[config.mk]
export PLATFORM = sky130hd
export DESIGN_NAME = stream_fifo_rr_arbiter
export DESIGN_NICKNAME = d
export VERILOG_FILES = /design/src/rtl/stream_fifo_rr_arbiter.sv
export SDC_FILE = /design/constraint.sdc
export NUM_CORES = 1
export LEC_CHECK = 0
export CAP_MARGIN = 20
export CORE_ASPECT_RATIO = 1.5
export CORE_MARGIN = 1.5
export CORE_UTILIZATION = 34
export DETAILED_ROUTE_END_ITERATION = 7
export GPL_TIMING_DRIVEN = 0
export PLACE_DENSITY = 0.93
export RECOVER_POWER = 25
export SLEW_MARGIN = 10
export SYNTH_ARGS = -nofsm -noshare
export SYNTH_HDL_FRONTEND = slang
export SYNTH_SLANG_ARGS = --single-unit
[constraint.sdc]
create_clock -name clk -period 5.1 [get_ports clk]
set_input_delay 1.02 -clock clk [delete_from_list [all_inputs] [get_ports clk]]
set_output_delay 1.02 -clock clk [all_outputs]
set_load 0.01 [all_outputs]
[src/rtl/stream_fifo_rr_arbiter.sv]
// Purpose: round-robin, packet-locked arbiter merging NUM_REQ beat streams onto one FIFO write port.
// Latency: zero cycles; the winning beat passes combinationally and can be written in the cycle it appears.
// Backpressure: w_ready_i is routed only to the granted requester; the grant holds through stalls and bubbles until last.
module stream_fifo_rr_arbiter #(
  parameter  int NUM_REQ    = 4,
  parameter  int DATA_WIDTH = 32,
  parameter  int MAX_BEATS  = 16,
  localparam int ID_W       = $clog2(NUM_REQ),
  localparam int CNT_W      = $clog2(MAX_BEATS + 1)
) (
  input  logic                          clk,
  input  logic                          rst,
  input  logic [NUM_REQ-1:0]            req_valid_i,
  output logic [NUM_REQ-1:0]            req_ready_o,
  input  logic [NUM_REQ*DATA_WIDTH-1:0] req_data_i,
  input  logic [NUM_REQ-1:0]            req_last_i,
  output logic                          w_valid_o,
  input  logic                          w_ready_i,
  output logic [DATA_WIDTH-1:0]         w_data_o,
  output logic [ID_W-1:0]               w_src_o,
  output logic                          busy_o,
  output logic [CNT_W-1:0]              beat_cnt_o,
  output logic                          err_o,
  input  logic                          err_clr_i
);

  typedef enum logic {IDLE, LOCKED} state_t;

  localparam logic [ID_W-1:0]  LAST_ID   = ID_W'(NUM_REQ - 1);
  localparam logic [CNT_W-1:0] CNT_MAX   = CNT_W'(MAX_BEATS);
  localparam logic [CNT_W-1:0] CNT_LIMIT = CNT_W'(MAX_BEATS - 1);

  state_t            state_q, state_d;
  logic [ID_W-1:0]   rr_ptr_q, rr_ptr_d;
  logic [ID_W-1:0]   owner_q, owner_d;
  logic [CNT_W-1:0]  beat_cnt_q, beat_cnt_d;
  logic              err_q, err_d;

  logic [DATA_WIDTH-1:0] data_arr [NUM_REQ];
  logic                  win_found;
  logic [ID_W-1:0]       win_idx;
  logic [ID_W-1:0]       scan_idx;
  int                    scan_pos;
  logic [ID_W-1:0]       sel;
  logic                  offer;
  logic                  hs;
  logic                  sel_last;
  logic                  oversize;

  // Split the flat data bus into one lane per requester.
  always_comb begin
    for (int k = 0; k < NUM_REQ; k++) begin
      data_arr[k] = req_data_i[k*DATA_WIDTH +: DATA_WIDTH];
    end
  end

  // Find the first valid requester at or after rr_ptr, wrapping modulo NUM_REQ.
  always_comb begin
    win_found = 1'b0;
    win_idx   = '0;
    scan_pos  = 0;
    scan_idx  = '0;
    for (int i = 0; i < NUM_REQ; i++) begin
      scan_pos = (int'(rr_ptr_q) + i) % NUM_REQ;
      scan_idx = ID_W'(scan_pos);
      if (!win_found && req_valid_i[scan_idx]) begin
        win_found = 1'b1;
        win_idx   = scan_idx;
      end
    end
  end

  // Connect the selected requester to the write port; outputs are forced quiet while in reset.
  always_comb begin
    sel         = (state_q == IDLE && win_found) ? win_idx : owner_q;
    offer       = (state_q == IDLE) ? win_found : req_valid_i[owner_q];
    w_valid_o   = offer & ~rst;
    w_data_o    = data_arr[sel];
    w_src_o     = rst ? '0 : sel;
    req_ready_o = '0;
    if (!rst && (state_q == LOCKED || win_found)) begin
      req_ready_o[sel] = w_ready_i;
    end
    hs       = w_valid_o & w_ready_i;
    sel_last = req_last_i[sel];
    oversize = hs && !sel_last && (beat_cnt_q == CNT_LIMIT);
  end

  // Next-state logic: lock on any offered non-final beat, release on the accepted last beat.
  always_comb begin
    state_d    = state_q;
    rr_ptr_d   = rr_ptr_q;
    owner_d    = owner_q;
    beat_cnt_d = beat_cnt_q;
    case (state_q)
      IDLE: begin
        if (win_found) begin
          if (hs && sel_last) begin
            rr_ptr_d = (win_idx == LAST_ID) ? '0 : win_idx + 1'b1;
          end else begin
            state_d = LOCKED;
            owner_d = win_idx;
            if (hs) beat_cnt_d = CNT_W'(1);
          end
        end
      end
      LOCKED: begin
        if (hs) begin
          if (sel_last) begin
            state_d    = IDLE;
            rr_ptr_d   = (owner_q == LAST_ID) ? '0 : owner_q + 1'b1;
            beat_cnt_d = '0;
          end else if (beat_cnt_q != CNT_MAX) begin
            beat_cnt_d = beat_cnt_q + 1'b1;
          end
        end
      end
      default: state_d = IDLE;
    endcase
    // A new oversize event takes priority over a simultaneous clear.
    if (oversize)       err_d = 1'b1;
    else if (err_clr_i) err_d = 1'b0;
    else                err_d = err_q;
  end

  // State and bookkeeping registers.
  always_ff @(posedge clk or posedge rst) begin
    if (rst) begin
      state_q    <= IDLE;
      rr_ptr_q   <= '0;
      owner_q    <= '0;
      beat_cnt_q <= '0;
      err_q      <= 1'b0;
    end else begin
      state_q    <= state_d;
      rr_ptr_q   <= rr_ptr_d;
      owner_q    <= owner_d;
      beat_cnt_q <= beat_cnt_d;
      err_q      <= err_d;
    end
  end

  assign busy_o     = (state_q == LOCKED);
  assign beat_cnt_o = beat_cnt_q;
  assign err_o      = err_q;

endmodule

# --- After elaboration in Yosys (flattened, before gate mapping) ---
# Index checks and enable logic that the tools add are counted.
# Widths: inputs -> output; s select.
totals:
  wordCells: 106
  input_bits: 140
  out_inout_bits: 46
  reg_bits: 11
classes:
  muxes: 50
  n_bitwise: 7
  eq_ne: 11
  n_reduce_logical: 19
  n_lt_le_gt_ge: 8
  addsub: 6
op_table:
  columns: ["op", "count"]
  rows:
  - ["$bmux 32 s2", 1]
  - ["$mux 32", 2]
  - ["$mux 5", 6]
  - ["$mux 2", 12]
  - ["$lt 2x3->1 const B", 6]
  - ["$mux 1", 18]
  - ["$bmux 1 s2", 6]
  - ["$pmux 5 s2", 1]
  - ["$logic_and 1x1->1", 9]
  - ["$add 2x1->2 const B", 3]
  - ["$ne 2x1->1 const B", 3]
  - ["$ne 2x2->1 const B", 3]
  - ["$add 5x1->5 const B", 1]
  - ["$eq 5x4->1 const B", 1]
  - ["$logic_not 1->1", 5]
  - ["$ne 5x5->1 const B", 1]
  - ["$reduce_and 5->1", 1]
  - ["$add 2x2->2 const B", 2]
  - ["$and 4x4->4", 1]
  - ["$eq 2x2->1 const B", 2]
  - ["$mux 4", 1]
  - ["$pmux 2 s2", 1]
  - ["$reduce_and 4->1", 1]
  - ["$ge 3x3->1 const B", 1]
  - ["10 further kinds", 13]

# --- Logic depth before layout (Yosys ltp) ---
logic_depth:
  word_depth: 20
  depth_mapped: 8
  mapped_depth_nobuf: 7

# --- Least setup slack after synthesis ---
# OpenSTA, ideal clock, no wires.
synth_path:
  path_kind: "input port to output port"
  from: "input port req_valid_i[2]"
  to: "output port w_data_o[10]"
  arrival_time_ns: 2.771
  slack_ns: 1.309
  path_buffers: 2
  t_required_ns: 4.080
  path_stages: 8
  cell_sequence: "nor4_1 > o21ai_2 > o31ai_4 > clkbuf_1 > buf_1 > nand2_1 > and3_1 > a31oi_1"
synth_between:
  elab_chain_len: 18
  word_cells_on_any_way: 28
  cone_classes: "mux (20); bitwise (1); reduce/logical (7)"
synth_lines:
  columns: ["element", "line", "rtl"]
  rows:
  - ["from (decl)", "13", "input logic [NUM_REQ-1:0] req_valid_i,"]
  - ["$bmux 1 s2", "66", "if (!win_found && req_valid_i[scan_idx]) begin"]
  - ["$mux 1 (implied by the code)", "66", null]
  - ["$mux 1", "66", null]
  - ["$logic_not 1->1", "66", null]
  - ["$logic_and 1x1->1", "66", null]
  - ["$mux 1", "66", null]
  - ["$logic_not 1->1", "66", null]
  - ["$logic_and 1x1->1", "66", null]
  - ["$mux 1", "66", null]
  - ["$logic_not 1->1", "66", null]
  - ["$logic_and 1x1->1", "66", null]
  - ["$mux 1", "66", null]
  - ["$logic_and 1x1->1", "75", "sel = (state_q == IDLE && win_found) ? win_idx : owner_q;"]
  - ["$mux 2 (*)", "75", null]
  - ["$not 2->3 (implied by the code) (*)", "78", "w_data_o = data_arr[sel];"]
  - ["$bmux 32 s2 (*)", "78", null]
  - ["$mux 32 (implied by the code) (*) (2 in series)", "78", null]
  - ["to (decl)", "19", "output logic [DATA_WIDTH-1:0] w_data_o,"]
# Mark *: on every way between the ends. The rest lies on a longest branch, timed or not. The select of a mux whose other input is x is not followed.

# --- Worst setup path after layout ---
layout_path:
  from: "input port req_valid_i[0]"
  to: "output port w_data_o[24]"
# Same word-level chain as after synthesis.

==> reports/metrics.cfg <==
[finish]
n_fill_cell = 455
final_area_mm2 = 0.00403
area_growth_pct = 105
nNetsFinal = 664
mostFrequentLayoutCell = clkdlybuf4s50_1
final_cell_mix = 178 x clkdlybuf4s50_1, 137 x nand2_1, 33 x and3_1
layout-drive-gt1-share_pct = 7.31
multi_input_area_mm2 = 0.00160
fin_cells = 590
n_antenna_cell = 0
final_util_pct = 72.7
regArea_um2 = 275

[route]
totalWireLength_um = 9400
antenna_left = 0
routed-wl-met2_um = 5010
dr.max_layer_used = met4
first_pass_iters = 5
wl_met3_um = 682
via_count = 3189
wl_per_cell_um = 15.9
drt-met1-wl_um = 3440
drc_errors = 0
viasPerCell = 5.41
drt_iter0_drc = 376

[clock_tree]
cts-hold-fix-buffers = 0
htree_levels = 1
cts_root_buffer = clkbuf_8
cts.sinks = 11
cts_tree = done
clk_path_buf_depth = 2
insertion_delay_ns = 0.24
numCtsBuffers = 3
clkTransAtPathRegs_ns = 0.05

[synthesis]
synth_edf_count = 0
yosysTopAreaCellShare_pct = 26.1
synthFlopType = dfrtp_1
syn-num-nets = 471
synth_area_mm2 = 0.00197
synth_area_leaders = nand2_1 26%, dfrtp_1 14%, and3_1 10%
avgSynthCellArea_um2 = 6.00
syn_inst = 328
postSynth.asyncResetShare_pct = 100
ys_ff_latch = 11
ys_warn_count = 0
ys_seq_area_share_pct = 14.0
synth_top_area_cell = nand2_1
synth_cell_types = 48

[setup_path]
required_ns = 4.08
setup.worst_path.end_class = primary output
r2r_slack_ns = 2.54
crit_fanout = 10
worstPathArrival_ns = 3.96
path_cells = clkdlybuf4s50_1 -> nand2_1 -> a221oi_2 -> or2_2 -> o21a_1 -> clkbuf_4 -> clkbuf_4 -> nand2_1 -> a31oi_1 -> clkdlybuf4s50_1
critPathSlowestCell = clkdlybuf4s50_1
r2r_cells = 9
worst_setup_path_start_kind = input port
regToRegEndpoint = beat_cnt_o[0]$_DFFE_PP0P_
path_class = input port to primary output
timing.rr.start = rr_ptr_q[1]$_DFFE_PP0P_
cp_slowest_stage_delay_ns = 0.61

[floorplanning]
die_x_um = 65.1
dieArea_mm2 = 0.00626
std_cell_rows = 33
die_h_um = 96.2
core_area_mm2 = 0.00553
initial_utilization_pct = 35.5
io_pins = 186

[placed_design]
gp_congestion = 0.931
postPlaceCellArea_mm2 = 0.00391
hpwlAfterDp_um = 7190
dp_cells = 583
port_buffers = 185

[power_and_ir_drop]
clockPowerShare_pct = 4.3
power_density_mw_per_mm2 = 523
pwr-share-comb_pct = 87.1
power.leakage_uw = 0.00175
seqPwrFrac_pct = 8.6
swShare_pct = 48.7
vdd_drop_max_mv = 0.313
power_uw = 2110
p_int_uw = 1080
p_switching_uw = 1030

[sta]
finalMaxSlewViolations = 0
timing.final.crit_period_ns = 4.98
fmax_mhz = 201
hold_viol_final = 0
setup_viol = 0
skew_ns = 0.00210
grt_setup_unrepaired = no
period_share_pct = 97.6
setup_tns_ns = 0
tightest_slew_ns = 0.608
slew_headroom_pct = 58.4

[global_route]
grt_pass1_wl_um = 14500
grt_max_degree = 13
antenna_found_initial = 0
gr-total-overflow = 0
grt_pass1_vias = 3232
grt_use_total_pct = 28.8

[min_path]
holdPathStages = 2
min-delay-start = err_o$_DFFE_PP0P_
hold_end = err_o$_DFFE_PP0P_
hold_class = flop to flop

[flow_run]
max_cap_violations = 0

[status]
status = completed

## cells by family after synthesis
family / after synthesis / synth area share [%]
and+or+nand+nor: 210 / 48.1
AOI/OAI and AO/OA: 61 / 22.5
buffers and inverters: 32 / 6.17
DFF: 11 / 14.0
muxes: 10 / 6.87
adders and majority gates: 3 / 1.91
xor gates and xnor gates: 1 / 0.445
## synth_stat cells, types with 3 or more instances
library cell,n
mux2_2,4
and3_1,33
buf_1,3
ha_1,3
a31oi_1,32
nand2b_1,4
nor3_1,4
inv_1,10
o21ai_0,4
dfrtp_1,11
nand2_1,137
nand3_1,5
nor2b_1,3
mux2i_1,3
a21oi_1,6
clkbuf_1,18
nor2_1,13
## power by group through the flow
stage               clock, uW  sequential, uW  combinational [uW]
floorplan                   0             174                 944
global placement            0             174                1750
detailed placement          0             178                1780
CTS                      89.8             177                1800
global route             95.4             183                1990
finish                   91.1             180                1830
## registers in the layout, summed over array words and instances (netlist names)
name        count
busy_o          1
rr_ptr_q        2
beat_cnt_o      5
owner_q         2
err_o           1
## layout make-up
type	count	area share, %
buffer	22	2.67
clock buffer	4	1.12
inverter	10	0.933
multi-input combinational	285	39.6
sequential	11	6.84
tap	70	2.18
timing repair buffer	188	46.6
## per-layer routing
layer  GRT usage (%)  vias to the layer above
li1                -                     1527
met1            31.2                     1471
met2            55.2                      166
met3            5.38                       25
met4            9.90                        0
met5               0                        -
## repair_timing
action                                  CTS  global route
setup buffers                             1             2
resized for setup                        10            19
endpoints found under the setup margin   34            33
pin swaps                                 1             2
## worst max path at each step
stage / from / end / slack [ns] / cells past startpoint
floorplan: req_valid_i[2] / w_data_o[10] / 1.31 / 8
global placement: req_valid_i[2] / w_data_o[9] / -0.34 / 10
detailed placement: req_valid_i[2] / w_data_o[12] / -0.37 / 10
CTS: req_valid_i[2] / w_data_o[7] / 0.02 / 9
global route: req_valid_i[0] / w_data_o[20] / 0.0003 / 10
finish: req_valid_i[0] / w_data_o[24] / 0.12 / 10
## stage by stage
step                      setup WS, ns  hold WS [ns]
after global routing          0.000275         0.562
final                            0.121         0.540
after detailed placement        -0.373         0.534
after floorplan                   1.31         0.544
after global placement          -0.339         0.519
after CTS                       0.0187         0.543
## worst max-delay path, delay by kind of cell
kind / cells / cell delay, ns
AND/OR/NAND/NOR: 3 / 0.41
AO/OA/AOI/OAI: 3 / 0.83
buffers and inverters: 4 / 1.69
Note: power is estimated with default switching activity, not from simulation.
